**config.mk**
```make
export PLATFORM = sky130hd
export DESIGN_NAME = uart_fifo_gen_flat
export DESIGN_NICKNAME = d
export VERILOG_FILES = /design/src/rtl/uart_fifo_pkg.sv /design/src/rtl/uart_fifo_if.sv /design/src/rtl/uart_fifo_ram.sv /design/src/rtl/uart_fifo_gen.sv /design/src/flat_wrapper.sv
export SDC_FILE = /design/constraint.sdc
export NUM_CORES = 1
export LEC_CHECK = 0
export ABC_AREA = 1
export CORE_MARGIN = 1
export CORE_UTILIZATION = 60
export DETAILED_ROUTE_END_ITERATION = 8
export GPL_TIMING_DRIVEN = 1
export HOLD_SLACK_MARGIN = 0.1
export PLACE_DENSITY = 0.87
export SETUP_SLACK_MARGIN = 0.1
export SLEW_MARGIN = 20
export SYNTH_ARGS = -nofsm -noshare
export SYNTH_HDL_FRONTEND = slang
export SYNTH_HIERARCHICAL = 1
export SYNTH_SLANG_ARGS = --single-unit
```
**constraint.sdc**
```tcl
create_clock -name clk -period 5.2 [get_ports clk]
set_input_delay 1.56 -clock clk [delete_from_list [all_inputs] [get_ports clk]]
set_output_delay 1.56 -clock clk [all_outputs]
set_load 0.005 [all_outputs]
```
**src/rtl/uart_fifo_pkg.sv**
```systemverilog
// Shared constants and types for the parametrised UART FIFO.
package uart_fifo_pkg;

   localparam int DATA_W_DEF = 8;
   localparam int DEPTH_DEF  = 16;

   // Pointer width: address bits plus one wrap bit.
   function automatic int ptr_w(input int depth);
      return $clog2(depth) + 1;
   endfunction

   typedef logic [ptr_w(DEPTH_DEF)-1:0] level_t;

endpackage

```
**src/rtl/uart_fifo_if.sv**
```systemverilog
// FIFO request/response bundle; master is the register-file/shifter side, slave is the FIFO.
interface uart_fifo_if
   import uart_fifo_pkg::*;
#(
   parameter int DATA_W = DATA_W_DEF,
   parameter int DEPTH  = DEPTH_DEF
);
   localparam int LW = ptr_w(DEPTH);

   logic              flush;
   logic              wr_en;
   logic [DATA_W-1:0] wr_data;
   logic              rd_en;
   logic [DATA_W-1:0] rd_data;
   logic              rd_valid;
   logic              full;
   logic              empty;
   logic [LW-1:0]     level;
   logic [LW-1:0]     trig_lvl;
   logic              trig;
   logic              err_clr;
   logic              ovf;
   logic              udf;

   modport master (
      output flush, wr_en, wr_data, rd_en, trig_lvl, err_clr,
      input  rd_data, rd_valid, full, empty, level, trig, ovf, udf
   );

   modport slave (
      input  flush, wr_en, wr_data, rd_en, trig_lvl, err_clr,
      output rd_data, rd_valid, full, empty, level, trig, ovf, udf
   );

endinterface

```
**src/rtl/uart_fifo_ram.sv**
```systemverilog
// Simple dual-port storage: one write port, one registered read port; swappable for a technology RAM.
module uart_fifo_ram #(
   parameter int DATA_W = 8,
   parameter int DEPTH  = 16
) (
   input  logic                       clk,
   input  logic                       rst,
   input  logic                       we_i,
   input  logic [$clog2(DEPTH)-1:0]   waddr_i,
   input  logic [DATA_W-1:0]          wdata_i,
   input  logic                       re_i,
   input  logic [$clog2(DEPTH)-1:0]   raddr_i,
   output logic [DATA_W-1:0]          rdata_o
);

   logic [DATA_W-1:0] mem [DEPTH];
   logic [DATA_W-1:0] rdata_q;

   // NOTE: the storage array has no reset so it can map onto RAM macros; only the read register is cleared.
   always_ff @(posedge clk) begin
      if (we_i) mem[waddr_i] <= wdata_i;
   end

   always_ff @(posedge clk) begin
      if (rst)       rdata_q <= '0;
      else if (re_i) rdata_q <= mem[raddr_i];
   end

   assign rdata_o = rdata_q;

endmodule

```
**src/rtl/uart_fifo_gen.sv**
```systemverilog
// Parametrised synchronous UART FIFO: pointers, flags, trigger and optional sticky errors.
// Define UART_FIFO_ERR_EN to build the ovf/udf sticky error flags.
module uart_fifo_gen
   import uart_fifo_pkg::*;
#(
   parameter int DATA_W = DATA_W_DEF,
   parameter int DEPTH  = DEPTH_DEF
) (
   input  logic            clk,
   input  logic            rst,
   uart_fifo_if.slave      bus
);

   localparam int AW = $clog2(DEPTH);
   localparam int PW = ptr_w(DEPTH);

   logic [PW-1:0] wptr_q, wptr_d;
   logic [PW-1:0] rptr_q, rptr_d;
   logic          rd_valid_q, rd_valid_d;
   logic [PW-1:0] level;
   logic [PW-1:0] trig_thr;
   logic          full, empty;
   logic          wr_acc, rd_acc;
   logic          ram_we, ram_re;

   // Flags come straight from the registered pointers, so they carry no extra lag.
   assign level    = wptr_q - rptr_q;
   assign empty    = (wptr_q == rptr_q);
   assign full     = (wptr_q[AW] != rptr_q[AW]) && (wptr_q[AW-1:0] == rptr_q[AW-1:0]);
   assign trig_thr = (bus.trig_lvl == '0) ? PW'(1) : bus.trig_lvl;

   assign wr_acc = bus.wr_en && !full;
   assign rd_acc = bus.rd_en && !empty;
   assign ram_we = wr_acc && !bus.flush;
   assign ram_re = rd_acc && !bus.flush;

   // NOTE: every always_comb output gets a default first so no path leaves it unassigned (no latch).
   always_comb begin
      wptr_d     = wptr_q;
      rptr_d     = rptr_q;
      rd_valid_d = 1'b0;
      if (bus.flush) begin
         wptr_d = '0;
         rptr_d = '0;
      end else begin
         if (wr_acc) wptr_d = wptr_q + PW'(1);
         if (rd_acc) rptr_d = rptr_q + PW'(1);
         rd_valid_d = rd_acc;
      end
   end

   // NOTE: state registers use non-blocking assignments so all flops update together at the edge.
   always_ff @(posedge clk) begin
      if (rst) begin
         wptr_q     <= '0;
         rptr_q     <= '0;
         rd_valid_q <= 1'b0;
      end else begin
         wptr_q     <= wptr_d;
         rptr_q     <= rptr_d;
         rd_valid_q <= rd_valid_d;
      end
   end

   uart_fifo_ram #(
      .DATA_W (DATA_W),
      .DEPTH  (DEPTH)
   ) u_ram (
      .clk     (clk),
      .rst     (rst),
      .we_i    (ram_we),
      .waddr_i (wptr_q[AW-1:0]),
      .wdata_i (bus.wr_data),
      .re_i    (ram_re),
      .raddr_i (rptr_q[AW-1:0]),
      .rdata_o (bus.rd_data)
   );

   assign bus.rd_valid = rd_valid_q;
   assign bus.full     = full;
   assign bus.empty    = empty;
   assign bus.level    = level;
   assign bus.trig     = (level >= trig_thr);

`ifdef UART_FIFO_ERR_EN
   logic ovf_q, ovf_d;
   logic udf_q, udf_d;

   // A new error event in the same cycle as err_clr wins.
   always_comb begin
      ovf_d = ovf_q;
      udf_d = udf_q;
      if (bus.err_clr) begin
         ovf_d = 1'b0;
         udf_d = 1'b0;
      end
      if (bus.wr_en && full)  ovf_d = 1'b1;
      if (bus.rd_en && empty) udf_d = 1'b1;
   end

   always_ff @(posedge clk) begin
      if (rst) begin
         ovf_q <= 1'b0;
         udf_q <= 1'b0;
      end else begin
         ovf_q <= ovf_d;
         udf_q <= udf_d;
      end
   end

   assign bus.ovf = ovf_q;
   assign bus.udf = udf_q;
`else
   logic unused_err_clr;
   assign unused_err_clr = bus.err_clr;
   assign bus.ovf        = 1'b0;
   assign bus.udf        = 1'b0;
`endif

endmodule

```
**src/flat_wrapper.sv**
```systemverilog
// flat-port wrapper written by rule: the top's interface ports become plain ports
module uart_fifo_gen_flat import uart_fifo_pkg::*;
#(
   parameter int DATA_W = DATA_W_DEF,
   parameter int DEPTH  = DEPTH_DEF
)
  (clk, rst, bus_flush, bus_wr_en, bus_wr_data, bus_rd_en, bus_trig_lvl, bus_err_clr, bus_rd_data, bus_rd_valid, bus_full, bus_empty, bus_level, bus_trig, bus_ovf, bus_udf);
  uart_fifo_if #(.DATA_W(DATA_W), .DEPTH(DEPTH)) bus_i ();
  input  logic clk;
  input  logic rst;
  input wire logic [$bits(bus_i.flush)-1:0] bus_flush;
  input wire logic [$bits(bus_i.wr_en)-1:0] bus_wr_en;
  input wire logic [$bits(bus_i.wr_data)-1:0] bus_wr_data;
  input wire logic [$bits(bus_i.rd_en)-1:0] bus_rd_en;
  input wire logic [$bits(bus_i.trig_lvl)-1:0] bus_trig_lvl;
  input wire logic [$bits(bus_i.err_clr)-1:0] bus_err_clr;
  output wire logic [$bits(bus_i.rd_data)-1:0] bus_rd_data;
  output wire logic [$bits(bus_i.rd_valid)-1:0] bus_rd_valid;
  output wire logic [$bits(bus_i.full)-1:0] bus_full;
  output wire logic [$bits(bus_i.empty)-1:0] bus_empty;
  output wire logic [$bits(bus_i.level)-1:0] bus_level;
  output wire logic [$bits(bus_i.trig)-1:0] bus_trig;
  output wire logic [$bits(bus_i.ovf)-1:0] bus_ovf;
  output wire logic [$bits(bus_i.udf)-1:0] bus_udf;
  assign bus_i.flush = bus_flush;
  assign bus_i.wr_en = bus_wr_en;
  assign bus_i.wr_data = bus_wr_data;
  assign bus_i.rd_en = bus_rd_en;
  assign bus_i.trig_lvl = bus_trig_lvl;
  assign bus_i.err_clr = bus_err_clr;
  assign bus_rd_data = bus_i.rd_data;
  assign bus_rd_valid = bus_i.rd_valid;
  assign bus_full = bus_i.full;
  assign bus_empty = bus_i.empty;
  assign bus_level = bus_i.level;
  assign bus_trig = bus_i.trig;
  assign bus_ovf = bus_i.ovf;
  assign bus_udf = bus_i.udf;
  uart_fifo_gen #(.DATA_W(DATA_W), .DEPTH(DEPTH)) u_core (.clk(clk), .rst(rst), .bus(bus_i));
endmodule
```
# == After elaboration in Yosys (flattened, before gate mapping) ==
# Memory sizes are Yosys's and may differ from the RTL's. A register that Yosys moved wholly into a read port is not among the register bits.
# Index checks and enable logic that the tools add are counted.
# classes
n_addsub,3
n_lt_le_gt_ge,1
n_eq_ne,3
n_mux,3
reduce_logical,10
# op_table
op,n
5-bit by 1-bit adder with 5-bit output (second input constant),2
5-bit equality test,1
5-bit greater-or-equal comparator,1
1-bit logical AND,5
5-bit zero test,1
5-bit 2-to-1 mux,1
5-bit subtractor,1
4-bit equality test,1
1-bit zero test,3
1-bit 2-to-1 mux,2
2-bit OR reduction,1
1-bit != test,1
# totals
register_bits,11
ram_bits,128
mem_count,1
# memory_table
memory,depth,word_bits,rd,rd_ports_with_merged_regs,write_ports,line_no,text
u_core.u_ram.mem,16,8,1,1,1,uart_fifo_ram.sv:16,logic [DATA_W-1:0] mem [DEPTH];

# == Depth between registers and ports, before layout ==
# depth
ltp_word,7
mapped_depth,13
mapped_depth_nobuf,11

# == Modules after synthesis ==
# Netlist, hierarchy kept.
# modules_own_cells
mod,n_inst,cells_each,area_per_inst_um2,seq_area_each_um2
uart_fifo_ram,1,490,5577.8,4003.8
uart_fifo_gen,1,130,937.1,220.2

# == Worst setup path after synthesis ==
# OpenSTA, ideal clock, no wires.
# synth_timing
kind,input to output
from,input bus_trig_lvl[4]
to,output bus_trig
arrival_ps,2329
required_ps,3640
path_slack_ps,1311
path_stages,5
n_path_buf,0
path_cell_list,inv_1 > a41o_1 > ha_1 > o21ai_0 > nand4_1
# synth_via
elab_chain_cells,3
# synth_lines
element,line_no,text
start: declaration,flat_wrapper.sv:15,input wire logic [$bits(bus_i.trig_lvl)-1:0] bus_trig_lvl;
5-bit zero test,uart_fifo_gen.sv:30,assign trig_thr = (bus.trig_lvl == '0) ? PW'(1) : bus.trig_lvl;
5-bit 2-to-1 mux *,uart_fifo_gen.sv:30,
5-bit greater-or-equal comparator *,uart_fifo_gen.sv:83,assign bus.trig = (level >= trig_thr);
end: declaration,flat_wrapper.sv:22,output wire logic [$bits(bus_i.trig)-1:0] bus_trig;
# Every way passes the cells marked *; elsewhere a longest branch is shown, timed or not.

# == Worst setup path in the final report ==
# Ends and elaborated chain as after synthesis.

==> results.ini <==
[run_status]
status=finished clean

[worst_setup_path]
start_kind=input pin
cp.arrival_ns=3.42
crit_required_ns=3.64
crit_type=in -> out
critPathCaptureType=output pin
cp_max_fo=2

[drt]
via_per_inst=5.68
drt_first_pass_iters=6
drt-initial-drc-count=513
routed_wl_mm=13.5
route.detailed.drc=0
ant_nets=0
avgRoutedWirePerCell_um=16.9
vias=4534

[layout]
antenna_cells=0
final_nets=680
syn_to_final_growth_pct=14.9
final_layout_size_suffix_gt1_share_pct=7.85

[global_routing]
grt_antenna_before_repair=0
grt_usage_pct=25.7
grt_pass1_wl_mm=21.2
grt_max_degree=70
grt.overflow.total=0
first_global_vias=4523

[die]
die_y_um=106
rows=37
core-area_sq_um=10400
ios=38
die_w_um=106
die_area_sq_um=11300
start_util_pct=62.5

[synth]
async_reset_ff_share_pct=0
synth_area_leaders=edfxtp_1, nand2_1, nand3_1
synth_seq_cells=147
yosysWarnings=6
netlist_instances=620
syn_area_sq_um=6510
avgSynthCellArea_sq_um=10.5
yosysTopAreaCell=edfxtp_1
synth-main-ff-cell=edfxtp_1
synth_edf_count=128
synth_cell_type_count=32
synth_seq_area_share_pct=64.8
yosysTopAreaCellShare_pct=59.0

[power]
p_leak_nw=2.85
ir_drop_mv=0.235
p_total_w=0.00277
power_density_nw_per_um2=371

[timing]
rsz0062_at_grt=false
post-route-period-util_pct=95.8
slew_viol_final=0
finalSetupTns_ns=0
fin_skew_ns=0.00920
setup_viol=0
finalCriticalPeriod_ns=4.98
slew_headroom_pct=25.8
tightest_slew_ns=1.11
final_hold_viol_count=0
fmax_ghz=0.201

[clocking]
cts.repair.resized=0
max-clock-path-buffers=2
numCtsBuffers=17
cts_tree=yes
clkTransAtPathRegs_ns=0.06
cts_hold_buf=0
cts-root-buf=clkbuf_8
clkSinkCount=147
clk_latency_ns=0.53
post_cts_buffers=0
cts_max_level=4

[placed_design]
gpl.final_weighted_congestion=0.853
dp_hpwl_mm=8.24
io_buffer_count=34

[run]
drv_cap=0

[min_path]
hold_class=reg -> reg

area by class of cell:
class / instances / area, sq um
fillers: 679 / 2930
flip-flops and latches: 147 / 4230
multi-input cells: 409 / 1940
repair buffers: 38 / 370
inverters: 36 / 136
clock buffers: 23 / 467
clock inverters: 9 / 176
well taps: 136 / 170
placed cells by master, fill, tap and decap left out, drive strengths merged, types with 5 or more instances in the layout:
cell type and instances:
inv 35, ha 11, clkbuf 23, nor2 52, nand3 114, a21oi 12, edfxtp 128, bufinv 5
clkdlybuf4s50 34, nand3b 5, nand2 201, dfxtp 19
layer usage:
layer  up-vias  part of all wire, %  GRT usage, %
met1      2093                   37          29.9
li1       2161                    -             -
met3        31                   11          6.99
met4         0                  1.9          15.6
met5         -                    0             0
met2       249                   51          42.3
Yosys cell counts (2+ instances only):
cell,count
nand2_1,196
edfxtp_1,128
nand3_1,113
nor2_1,48
inv_1,33
dfxtp_1,19
a21oi_1,12
ha_1,11
buf_2,10
buf_6,10
buf_4,7
nand2_4,3
nand3b_1,3
o21ai_0,3
xor2_1,3
inv_2,2
nand2_2,2
nand3b_2,2
nor2_2,2
critical path: stages:
cell	delay (ns)
clkdlybuf4s50_1	0.46
inv_1	0.05
a41o_1	0.23
ha_1	0.28
o21ai_0	0.24
nand4_1	0.13
clkdlybuf4s50_1	0.46
registers in the layout, indices dropped and copies added, names as in the netlist:
register              cells
u_core/bus.rd_valid       1
u_core/wptr_q             5
u_core/u_ram/mem        128
u_core/u_ram/rdata_o      8
u_core/rptr_q             5
worst paths after layout:
path / cells past startpoint / startpoint / slack [ns] / endpoint
worst min register to register: 4 / u_core/u_ram/rdata_o[4] / 0.57 / u_core/u_ram/rdata_o[4]
worst min-delay path: 4 / u_core/u_ram/rdata_o[4] / 0.57 / u_core/u_ram/rdata_o[4]
worst max-delay path: 7 / bus_trig_lvl[4] / 0.22 / bus_trig
worst max register to register: 9 / u_core/wptr_q[0] / 2.48 / u_core/u_ram/mem[1][6]
logic make-up (layout without fill, tap and decap cells):
| family | count (synthesis) | in the layout | share of synthesized area (%) |
|---|---|---|---|
| adders and majority gates | 12 | 12 | 2.42 |
| and+or+nand+nor | 374 | 374 | 25.2 |
| buffers and inverters | 65 | 106 | 5.51 |
| AOI/OAI and AO/OA | 17 | 17 | 1.42 |
| xor gates and xnor gates | 4 | 4 | 0.538 |
| other | 1 | 2 | 0.0576 |
| DFF | 147 | 147 | 64.8 |
metrics by stage:
stage	hold WS (ns)	cell area, sq um	worst slack, ns	util (%)	cells
after floorplan	0.517	6520	1.31	-	621
after global placement	0.529	6840	0.379	65.6	766
after detailed placement	0.549	6840	0.274	65.6	766
after CTS	0.563	7480	0.261	71.8	798
after global routing	0.594	7480	0.142	71.9	798
final	0.566	7480	0.219	71.9	798
where the power goes:
part           total (W)  switching, W  internal (W)
logic           0.000184      0.000114     0.0000703
registers        0.00130    0.00000537       0.00129
clock network    0.00129      0.000426      0.000865
total            0.00277      0.000546       0.00223
No activity file was read; power rests on OpenSTA's default activity.
